[src/rtl/jzjpcc_bp_pkg.sv]
// Shared types and helpers for the jzjpcc fetch-side branch predictor.
package jzjpcc_bp_pkg;

   typedef enum logic [1:0] {
      CT_NONE   = 2'd0,
      CT_BRANCH = 2'd1,
      CT_JAL    = 2'd2,
      CT_JALR   = 2'd3
   } ct_type_t;

   localparam logic [1:0] STRONG_NT = 2'b00;
   localparam logic [1:0] WEAK_NT   = 2'b01;
   localparam logic [1:0] WEAK_T    = 2'b10;
   localparam logic [1:0] STRONG_T  = 2'b11;

   function automatic logic [1:0] sat_update(input logic [1:0] cnt, input logic taken);
      if (taken) return (cnt == STRONG_T)  ? STRONG_T  : cnt + 2'b01;
      else       return (cnt == STRONG_NT) ? STRONG_NT : cnt - 2'b01;
   endfunction

endpackage

[src/rtl/jzjpcc_btb_array.sv]
// Direct-mapped BTB storage: two combinational read ports (fetch, decode) and
// one synchronous write port. Only the valid bits are reset.
module jzjpcc_btb_array
   import jzjpcc_bp_pkg::*;
#(
   parameter int PC_MAX_B    = 31,
   parameter int BTB_INDEX_B = 4,
   localparam int ENTRIES    = 2 ** BTB_INDEX_B,
   localparam int PC_W       = PC_MAX_B - 1,
   localparam int TAG_W      = PC_MAX_B - BTB_INDEX_B - 1
) (
   input  logic                   clock,
   input  logic                   reset,
   input  logic [BTB_INDEX_B-1:0] i_fetch_idx,
   output logic                   o_fetch_valid,
   output logic [TAG_W-1:0]       o_fetch_tag,
   output logic [PC_W-1:0]        o_fetch_target,
   output ct_type_t               o_fetch_type,
   output logic [1:0]             o_fetch_counter,
   input  logic [BTB_INDEX_B-1:0] i_dec_idx,
   output logic                   o_dec_valid,
   output logic [TAG_W-1:0]       o_dec_tag,
   output logic [PC_W-1:0]        o_dec_target,
   output logic [1:0]             o_dec_counter,
   input  logic                   i_wr_en,
   input  logic [BTB_INDEX_B-1:0] i_wr_idx,
   input  logic                   i_wr_valid,
   input  logic [TAG_W-1:0]       i_wr_tag,
   input  logic [PC_W-1:0]        i_wr_target,
   input  ct_type_t               i_wr_type,
   input  logic [1:0]             i_wr_counter
);

   logic [ENTRIES-1:0]             r_valid;
   logic [ENTRIES-1:0][TAG_W-1:0]  r_tag;
   logic [ENTRIES-1:0][PC_W-1:0]   r_target;
   ct_type_t [ENTRIES-1:0]         r_type;
   logic [ENTRIES-1:0][1:0]        r_counter;

   assign o_fetch_valid   = r_valid[i_fetch_idx];
   assign o_fetch_tag     = r_tag[i_fetch_idx];
   assign o_fetch_target  = r_target[i_fetch_idx];
   assign o_fetch_type    = r_type[i_fetch_idx];
   assign o_fetch_counter = r_counter[i_fetch_idx];

   assign o_dec_valid     = r_valid[i_dec_idx];
   assign o_dec_tag       = r_tag[i_dec_idx];
   assign o_dec_target    = r_target[i_dec_idx];
   assign o_dec_counter   = r_counter[i_dec_idx];

   // Reset wins over a concurrent write so a flushed table stays empty.
   always_ff @(posedge clock) begin
      if (reset) begin
         r_valid <= '0;
      end else if (i_wr_en) begin
         r_valid[i_wr_idx]   <= i_wr_valid;
         r_tag[i_wr_idx]     <= i_wr_tag;
         r_target[i_wr_idx]  <= i_wr_target;
         r_type[i_wr_idx]    <= i_wr_type;
         r_counter[i_wr_idx] <= i_wr_counter;
      end
   end

endmodule

[src/rtl/jzjpcc_branch_predictor.sv]
// Fetch-side next-PC predictor backed by a BTB, trained and checked from decode.
module jzjpcc_branch_predictor
   import jzjpcc_bp_pkg::*;
#(
   parameter int         PC_MAX_B      = 31,
   parameter int         BTB_INDEX_B   = 4,
   parameter logic [1:0] COUNTER_ALLOC = 2'b10,
   localparam int        PC_W          = PC_MAX_B - 1,
   localparam int        TAG_W         = PC_MAX_B - BTB_INDEX_B - 1
) (
   input  logic                clock,
   input  logic                reset,
   input  logic [PC_MAX_B:2]   currentPC_fetch,
   output logic                predictTaken_fetch,
   output logic [PC_MAX_B:2]   predictedPC_fetch,
   input  logic                updateEnable_decode,
   input  ct_type_t            ctType_decode,
   input  logic [PC_MAX_B:2]   currentPC_decode,
   input  logic                actualTaken_decode,
   input  logic [PC_MAX_B:2]   actualTarget_decode,
   input  logic                predictedTaken_decode,
   input  logic [PC_MAX_B:2]   predictedPC_decode,
   output logic                mispredict,
   output logic [PC_MAX_B:2]   correctedPC
);

   localparam logic [PC_W-1:0] PC_ONE = PC_W'(1);

   logic                   w_f_valid, w_d_valid;
   logic [TAG_W-1:0]       w_f_tag, w_d_tag;
   logic [PC_W-1:0]        w_f_target, w_d_target;
   ct_type_t               w_f_type;
   logic [1:0]             w_f_counter, w_d_counter;

   logic                   w_wr_en, w_wr_valid;
   logic [PC_W-1:0]        w_wr_target;
   logic [1:0]             w_wr_counter;

   logic                   w_f_hit, w_d_hit, w_act_taken;

   jzjpcc_btb_array #(.PC_MAX_B(PC_MAX_B), .BTB_INDEX_B(BTB_INDEX_B)) u_btb (
      .clock           (clock),
      .reset           (reset),
      .i_fetch_idx     (currentPC_fetch[BTB_INDEX_B+1:2]),
      .o_fetch_valid   (w_f_valid),
      .o_fetch_tag     (w_f_tag),
      .o_fetch_target  (w_f_target),
      .o_fetch_type    (w_f_type),
      .o_fetch_counter (w_f_counter),
      .i_dec_idx       (currentPC_decode[BTB_INDEX_B+1:2]),
      .o_dec_valid     (w_d_valid),
      .o_dec_tag       (w_d_tag),
      .o_dec_target    (w_d_target),
      .o_dec_counter   (w_d_counter),
      .i_wr_en         (w_wr_en),
      .i_wr_idx        (currentPC_decode[BTB_INDEX_B+1:2]),
      .i_wr_valid      (w_wr_valid),
      .i_wr_tag        (currentPC_decode[PC_MAX_B:BTB_INDEX_B+2]),
      .i_wr_target     (w_wr_target),
      .i_wr_type       (ctType_decode),
      .i_wr_counter    (w_wr_counter)
   );

   // Fetch lookup; jumps always redirect, branches follow the counter MSB.
   assign w_f_hit            = w_f_valid & (w_f_tag == currentPC_fetch[PC_MAX_B:BTB_INDEX_B+2]);
   assign predictTaken_fetch = w_f_hit & ((w_f_type != CT_BRANCH) | w_f_counter[1]);
   assign predictedPC_fetch  = predictTaken_fetch ? w_f_target : currentPC_fetch + PC_ONE;

   assign w_d_hit = w_d_valid & (w_d_tag == currentPC_decode[PC_MAX_B:BTB_INDEX_B+2]);

   always_comb begin
      w_wr_en      = 1'b0;
      w_wr_valid   = 1'b1;
      w_wr_target  = actualTarget_decode;
      w_wr_counter = COUNTER_ALLOC;
      case (ctType_decode)
         CT_BRANCH: begin
            if (w_d_hit) begin
               w_wr_en      = 1'b1;
               w_wr_counter = sat_update(w_d_counter, actualTaken_decode);
               w_wr_target  = actualTaken_decode ? actualTarget_decode : w_d_target;
            end else begin
               w_wr_en = actualTaken_decode;
            end
         end
         CT_JAL, CT_JALR: w_wr_en = 1'b1;
         default: begin
            w_wr_en    = w_d_hit;
            w_wr_valid = 1'b0;
         end
      endcase
      w_wr_en = w_wr_en & updateEnable_decode;
   end

   assign w_act_taken = actualTaken_decode & (ctType_decode != CT_NONE);
   assign mispredict  = updateEnable_decode &
                        ((predictedTaken_decode != w_act_taken) |
                         (w_act_taken & (predictedPC_decode != actualTarget_decode)));
   assign correctedPC = w_act_taken ? actualTarget_decode : currentPC_decode + PC_ONE;

endmodule

[config.mk]
export PLATFORM = sky130hd
export DESIGN_NAME = jzjpcc_branch_predictor
export DESIGN_NICKNAME = d
export VERILOG_FILES = /design/src/rtl/jzjpcc_bp_pkg.sv /design/src/rtl/jzjpcc_btb_array.sv /design/src/rtl/jzjpcc_branch_predictor.sv
export SDC_FILE = /design/constraint.sdc
export NUM_CORES = 2
export LEC_CHECK = 0
export CELL_PAD_IN_SITES_DETAIL_PLACEMENT = 1
export CELL_PAD_IN_SITES_GLOBAL_PLACEMENT = 1
export CORE_MARGIN = 1
export CORE_UTILIZATION = 50
export CTS_BUF_LIST = sky130_fd_sc_hd__clkbuf_16
export CTS_CLUSTER_SIZE = 10
export DETAILED_ROUTE_END_ITERATION = 8
export PLACE_DENSITY_LB_ADDON = 0.15
export SLEW_MARGIN = 0
export SYNTH_ARGS = -nofsm -noshare
export SYNTH_HDL_FRONTEND = slang
export SYNTH_HIERARCHICAL = 1
export SYNTH_SLANG_ARGS = --single-unit
[constraint.sdc]
create_clock -name clock -period 10.5 [get_ports clock]
set_clock_uncertainty 0.15 [all_clocks]
set_input_delay 2.625 -clock clock [delete_from_list [all_inputs] [get_ports clock]]
set_output_delay 2.625 -clock clock [all_outputs]
set_load 0.1 [all_outputs]
==> results.cfg <==
[status]
status = completed

[synth]
syn_nets = 2633
yosysWarningCount = 6
syn_avg_cell_area_um2 = 18.66
synthCells = 2504
synth_area_um2 = 46710

[clock_network]
cts-hold-fix-buffers = 0
postCtsResizedCells = 0
cts-buffers-inserted = 110
clockBufferDepth = 3
ctsHtreeMaxLevel = 3
cts_setup_buffers = 0
clkSlewWorstSetupHoldPaths_ps = 50
clock-root-buffer = clkbuf_16
cts_sinks = 976
clock_latency_ps = 700
tritoncts = yes

[worst_setup_path]
crit_required_ps = 7730
cp-end-kind = output pin
path_cells = clkdlybuf4s50_1 -> nor2_4 -> buf_4 -> buf_4 -> a22oi_1 -> nand2_1 -> xnor2_1 -> nand4_1 -> or4_4 -> mux2i_1 -> buf_12
worstSetupPathType = input pin to output pin
slowest_stage = or4_4
startpoint_type = input pin
worstPathArrival_ps = 6860
crit_path_frequent_cell = buf_4
critPathMaxFanout = 30
slowest_delay_ps = 910

[sta]
period_needed_ps = 9632
fmax_ghz = 0.1038
slew_viol_final = 0
worst_slew_pin_slew_ps = 1322
rsz0062_at_grt = false
slew_headroom_pct = 11.66
report.final.hold_viol_count = 0
setup_tns_ps = 0
finalCritPeriodShare_pct = 91.74
finalSetupViolCount = 0

[drt]
drcViolationCount = 0
antenna_left = 0
firstDrtPassIters = 6
post_drt_wl_per_cell_um = 39.59
via_per_inst = 7.232
detail_route.iter0.violations = 3864
vias = 29100
wl_um = 159300

[layout]
multiInputGateArea_um2 = 16760
nNetsFinal = 2872
fill_cells = 7895
final_cells = 4024
areaGrowthSynthToFinish_pct = 15.72
post-route-util_pct = 58.71
drive_gt1_share_pct = 31.13
seqCellArea_um2 = 29150

[floorplanning]
ios = 189
core_um2 = 92080
die_h_um = 307.7
rows = 111
die_area_um2 = 94650
fp.dieW_um = 307.7
start_util_pct = 50.73

[place]
io_buffers = 188
gp_congestion = 0.8562
dp_cells = 3874
hpwl_um = 97190

[pwr]
vdd_ir_drop_max_uv = 131.6
totalPowerFinal_uw = 8713
power.density_nw_per_um2 = 161.2
p_leak_uw = 0.01727

[grt]
grt_first_pass_wirelength_um = 225500
antenna_found_initial = 10
grt_usage_pct = 34.14
grt_pass1_vias = 30300
grt_overflow = 0
grt_max_degree = 65

[hold_path]
hp-class = flip-flop to flip-flop

[run]
maxCapViolations = 0
report_power, final:
part           total [µW]  leakage (µW)  switching (µW)  internal, µW
Sequential           4330       0.00880            16.4          4310
Combinational        1020       0.00692             641           381
Clock                3360       0.00155            1490          1870
Total                8710        0.0173            2140          6570
sequential cells by signal, summed over array words and instances, names as in the netlist:
name and flops:
u_btb/r_counter 32, u_btb/r_tag 416, u_btb/r_target 480, u_btb/r_type 32, u_btb/r_valid 16
worst max-delay path: cells and delay by family:
| kind | cells | cell delay, ps |
|---|---|---|
| AOI/OAI and AO/OA | 1 | 160 |
| xor gates and xnor gates | 1 | 170 |
| buffers and inverters | 4 | 1430 |
| muxes | 1 | 440 |
| and+or+nand+nor | 4 | 1970 |
final timing paths:
kind	slack, ps	end	cells past startpoint	startpoint
worst min-delay path	350	u_btb/r_valid[0]$_SDFFE_PP0P_	2	u_btb/r_valid[0]$_SDFFE_PP0P_
worst max register to register	4890	u_btb/r_tag[5]$_DFFE_PP_	11	u_btb/r_tag[297]$_DFFE_PP_
worst min register to register	350	u_btb/r_valid[0]$_SDFFE_PP0P_	2	u_btb/r_valid[0]$_SDFFE_PP0P_
worst max-delay path	870	predictedPC_fetch[2]	11	currentPC_fetch[4]
area by class of cell:
class / instances / share of cell area (%)
Antenna cell: 2 / 0.009258
Sequential cell: 976 / 53.92
Clock inverter: 36 / 0.3078
Multi-Input combinational cell: 1336 / 31.00
Inverter: 5 / 0.03472
Tap cell: 1243 / 2.877
Clock buffer: 112 / 5.185
Timing Repair Buffer: 314 / 6.671
metrics by stage:
| step | cell area (µm²) | setup slack (ps) | hold WS, ps |
|---|---|---|---|
| global placement | 51080 | 1026 | 324.3 |
| floorplan | 46710 | 343.8 | 310.5 |
| global route | 54050 | 799.6 | 379.4 |
| finish | 54060 | 867.6 | 348.7 |
| CTS | 54050 | 918.3 | 354.7 |
| detailed placement | 51080 | 944.2 | 345.2 |
cell usage in the layout, fill, tap and decap left out, types with 16 or more instances in the layout:
master / count
inv_1: 30
nand3_1: 42
buf_12: 71
edfxtp_1: 960
a22oi_1: 238
nand2_1: 164
nor2_4: 18
nand4_1: 47
mux2_2: 30
buf_4: 107
o21ai_0: 36
clkdlybuf4s50_1: 132
dfxtp_1: 16
a21oi_1: 22
xor2_1: 41
mux4_2: 476
nor4_1: 16
xnor2_1: 97
clkbuf_16: 112
mux2_4: 29
metal layers:
layer / share of wire [%] / track usage (%)
met3: 11 / 7.460
met2: 48 / 54.71
met1: 37 / 46.42
met5: 0.032 / 0
met4: 3.7 / 12.06
Note: power is estimated with default switching activity, not from simulation.
